File: config.mk
export PLATFORM = sky130hd
export DESIGN_NAME = shift_sequencer
export DESIGN_NICKNAME = d
export VERILOG_FILES = /design/src/rtl/shift_pkg.sv /design/src/rtl/shift_step.sv /design/src/rtl/shift_sequencer.sv
export SDC_FILE = /design/constraint.sdc
export NUM_CORES = 1
export LEC_CHECK = 0
export ABC_CLOCK_PERIOD_IN_PS = 2000
export CAP_MARGIN = 15
export CELL_PAD_IN_SITES_DETAIL_PLACEMENT = 1
export CELL_PAD_IN_SITES_GLOBAL_PLACEMENT = 1
export CORE_MARGIN = 5
export CORE_UTILIZATION = 38
export DETAILED_ROUTE_END_ITERATION = 16
export GPL_ROUTABILITY_DRIVEN = 1
export PLACE_DENSITY_LB_ADDON = 0.05
export SETUP_SLACK_MARGIN = 0.4
export SKIP_LAST_GASP = 1
export SLEW_MARGIN = 15
export SYNTH_ARGS = -nofsm -noshare
export SYNTH_HDL_FRONTEND = slang
export SYNTH_SLANG_ARGS = --single-unit
File: constraint.sdc
create_clock -name clk -period 2 [get_ports clk]
set_input_delay 0.4 -clock clk [delete_from_list [all_inputs] [get_ports clk]]
set_output_delay 0.4 -clock clk [all_outputs]
set_load 0.05 [all_outputs]
File: src/rtl/shift_pkg.sv
// Shared types and constants for the multi-cycle shift sequencer.
package shift_pkg;

   typedef enum logic [1:0] {StIdle, StShift, StDone} state_e;

   localparam logic DIR_RIGHT = 1'b0;
   localparam logic DIR_LEFT  = 1'b1;

endpackage

File: src/rtl/shift_step.sv
// Combinational bounded shifter: moves acc by step bits, filling vacated bits with fill.
module shift_step
   import shift_pkg::*;
#(
   parameter int unsigned WIDTH = 32,
   parameter int unsigned AMT_W = 5
) (
   input  logic [WIDTH-1:0] acc,
   input  logic             dir,
   input  logic             fill,
   input  logic [AMT_W-1:0] step,
   output logic [WIDTH-1:0] shifted
);

   localparam logic [WIDTH-1:0] Ones = '1;

   always_comb begin
      shifted = acc;
      if (dir == DIR_LEFT) begin
         shifted = (acc << step) | ({WIDTH{fill}} & ~(Ones << step));
      end else begin
         shifted = (acc >> step) | ({WIDTH{fill}} & ~(Ones >> step));
      end
   end

endmodule

File: src/rtl/shift_sequencer.sv
// Valid/ready shift controller that applies a variable shift as a series of
// steps of at most MAX_STEP bits, using one small step shifter.
module shift_sequencer
   import shift_pkg::*;
#(
   parameter int unsigned WIDTH    = 32,
   parameter int unsigned MAX_STEP = 8,
   localparam int unsigned AMT_W   = $clog2(WIDTH)
) (
   input  logic             clk,
   input  logic             clr,
   input  logic             req_valid,
   output logic             req_ready,
   input  logic             req_dir,
   input  logic [AMT_W-1:0] req_amt,
   input  logic             req_fill,
   input  logic [WIDTH-1:0] req_data,
   output logic             res_valid,
   input  logic             res_ready,
   output logic [WIDTH-1:0] res_data,
   output logic             busy
);

   localparam logic [AMT_W-1:0] MaxStep = AMT_W'(MAX_STEP);

   state_e           state;
   logic [WIDTH-1:0] acc;
   logic [AMT_W-1:0] rem;
   logic [AMT_W-1:0] step;
   logic             dir;
   logic             fill;
   logic [WIDTH-1:0] shifted;

   // step never exceeds rem, so rem cannot underflow
   assign step = (rem > MaxStep) ? MaxStep : rem;

   shift_step #(
      .WIDTH (WIDTH),
      .AMT_W (AMT_W)
   ) u_shift_step (
      .acc     (acc),
      .dir     (dir),
      .fill    (fill),
      .step    (step),
      .shifted (shifted)
   );

   always_ff @(posedge clk) begin
      if (clr) begin
         state     <= StIdle;
         acc       <= '0;
         rem       <= '0;
         dir       <= 1'b0;
         fill      <= 1'b0;
         req_ready <= 1'b1;
         res_valid <= 1'b0;
         res_data  <= '0;
         busy      <= 1'b0;
      end else begin
         unique case (state)
            StIdle: begin
               if (req_valid) begin
                  dir       <= req_dir;
                  fill      <= req_fill;
                  acc       <= req_data;
                  rem       <= req_amt;
                  req_ready <= 1'b0;
                  busy      <= 1'b1;
                  if (req_amt != '0) begin
                     state <= StShift;
                  end else begin
                     state     <= StDone;
                     res_valid <= 1'b1;
                     res_data  <= req_data;
                  end
               end
            end
            StShift: begin
               acc <= shifted;
               rem <= rem - step;
               if (rem == step) begin
                  state     <= StDone;
                  res_valid <= 1'b1;
                  res_data  <= shifted;
               end
            end
            StDone: begin
               if (res_ready) begin
                  state     <= StIdle;
                  res_valid <= 1'b0;
                  req_ready <= 1'b1;
                  busy      <= 1'b0;
               end
            end
            default: begin
               state     <= StIdle;
               req_ready <= 1'b1;
               res_valid <= 1'b0;
               busy      <= 1'b0;
            end
         endcase
      end
   end

endmodule

==> reports/metrics.cfg <==
[grt]
grt_pass1_wl_mm=73.16
grt_max_degree=41
grt_use_total_pct=46.97
overflow=0
antenna_found_initial=2
grt_pass1_vias=11230

[clocking]
cts_sinks=76
cts_buffer_depth=2
cts_tree=done
cts_inserted_buffers=9
cts.clk_slew.worst_paths_ns=0.07
clkLatencyLatePin_ns=0.37
cts-root-buf=clkbuf_16
htree_levels=3
ctsHoldBuffers=0

[drt]
top_layer_used=met5
viasPerCell=7.929
drt-initial-drc-count=2366
ant_nets=0
wl_per_cell_um=40.04
drcViolationCount=0
met3WireLength_mm=8.794
firstDrtPassIters=9
met1_length_mm=20.04
route.met2.wl_mm=24.35
vias=11860
routed_wirelength_mm=59.90

[worst_setup_path]
worstSetupPathType=register to register
cp_num_buf_inv=3
cp_data_required_time_ns=2.24
cp_max_fo=8
cp_top_family=compound AO/OA/AOI/OAI gates
cp_slowest_cell=or3b_4
endpoint_kind=register
crit_arrival_ns=2.97
path_cells=buf_8 -> or3b_4 -> buf_4 -> a211oi_4 -> a31oi_4 -> buf_6 -> a211o_1 -> o211ai_1 -> o21ai_1
cpPeakStageDelay_ns=0.48
crit_path_start_kind=register

[timing]
rsz0062_at_grt=true
hold_slack_ns=0.3578
slew_viol_final=0
setup_tns_ns=-29.38
hold_viol=0
fin_skew_ns=0.01439
fmax_mhz=366.3
finalCritPeriodShare_pct=136.5
slew_headroom_pct=38.95
max_slew.worst_pin.slew_ns=0.9062
finalSetupViolCount=66
worst_slack_ns=-0.7301
layout_min_cycle_time_ns=2.730

[die]
placementRows=49
io-pin-count=78
die_x_um=144.6
start_util_pct=38.44
core_area_um2=17900
die_h_um=144.6
dieArea_um2=20900

[power_and_ir_drop]
power.density_nw_per_um2=913.1
ir_worst_vdd_v=0.0005786
p_leak_nw=4.816

[yosys]
synth_cells=929
synth-edff-count=0
async_flop_share_pct=0
netlist_area_um2=6882
synth_warnings=0
avgSynthCellArea_um2=7.408
yosysTopAreaCellShare_pct=22.11
syn_nets=973
yosysMostFrequentCell=nor2_1
synth_area_leaders=dfxtp_1, nor2_1, a21oi_1
synth_commonest_cells=nor2_1, nand2_1, dfxtp_1
synth_flop_cell=dfxtp_1
yosysUniqueCellTypes=94
synth-seq-area-share_pct=22.11
yosysTopAreaCell=dfxtp_1
synth.ff_latch_count=76

[status]
outcome=complete, but fails checks
violations=negative setup slack

[layout]
n_antenna_cell=0
post-route-util_pct=70.53
final_nets=1307
fillers=1955
area_growth_pct=83.49
drive_above_1_share_pct=51.70

[placed_design]
place_hpwl_mm=30.28
port_buffers=77
gp_congestion=1.016
dp_slack_ns=-0.5592

[min_path]
hp-class=primary input to register

[run]
cap_violations=0

cell usage in the layout (no fill, tap or decap), types with 10 or more instances in the layout:
master           instances
a21oi_1                 44
a31oi_4                 10
clkbuf_2                13
clkdlybuf4s15_2         22
nand3b_1                16
a21oi_2                 20
o211ai_1                13
buf_6                   51
o21ai_0                 23
clkdlybuf4s50_1         41
nand2b_1                24
nor2_1                  80
buf_4                  266
dfxtp_1                 70
o21ai_1                 21
clkbuf_16               10
nor3b_1                 13
nand3_1                 16
mux2i_1                 17
a211oi_2                24
nand2_1                 70
buf_12                  24
a211oi_1                14
nor3_1                  12
buf_8                   11
kinds of logic (layout without fill, tap and decap cells):
kind of cell	Yosys count	in the layout	synth area share [%]
buffers and inverters	126	462	8.873
adders and majority gates	1	1	0.1818
AOI/OAI and AO/OA	344	344	36.00
muxes	31	31	5.727
other	1	1	0.05449
and+or+nand+nor	350	352	27.05
DFF	76	76	22.11
repair_timing:
| item | 4_1_cts | 5_1_grt |
|---|---|---|
| cloned | 9 | 1 |
| pin swaps | 95 | 64 |
| setup buffers | 67 | 25 |
| endpoints found under the setup margin | 106 | 84 |
| gates resized for setup | 325 | 124 |
metrics by stage:
step	power [mW]	cells	cell area, µm²
floorplan	4.607	929	7248
global placement	6.802	1379	9764
detailed placement	6.921	1379	9764
CTS	9.904	1470	11930
global route	11.50	1496	12630
finish	11.53	1496	12630
report_power, final:
group,internal (mW),total [mW],switching (mW)
clock,1.13,1.93,0.799
sequential,1.71,2.07,0.359
combinational,3.06,7.53,4.48
total,5.90,11.5,5.63
flip-flops by register name (all words and copies together) (netlist names):
register / count
acc: 32
busy: 1
dir: 1
fill: 1
rem: 5
req_ready: 1
res_data: 32
res_valid: 1
state: 2
path summary, 6_finish.rpt:
kind / from / endpoint / slack [ns] / cells after the start
worst min register to register: res_valid$_SDFFE_PP0P_ / res_valid$_SDFFE_PP0P_ / 0.48 / 2
worst min-delay path: clr / acc[26]$_SDFFE_PP0P_ / 0.36 / 2
worst max-delay path: rem[4]$_SDFFE_PP0P_ / res_data[22]$_SDFFE_PP0P_ / -0.73 / 9
worst max register to register: rem[4]$_SDFFE_PP0P_ / res_data[22]$_SDFFE_PP0P_ / -0.73 / 9
final cells by class:
class	count	area (µm²)	area share, %
clock buffers	10	239.0	1.893
clock inverters	5	85.08	0.6738
inverters	10	38.79	0.3072
multi-input cells	729	6271	49.66
flip-flops and latches	76	1539	12.19
well taps	229	286.5	2.269
repair buffers	437	4168	33.01
layer usage:
layer / vias up / GRT usage (%)
met1: 5584 / 55.45
li1: 4203 / -
met4: 4 / 32.70
met2: 1444 / 72.57
met3: 627 / 14.42
met5: - / 0
Power figures use the tool's default switching activity.
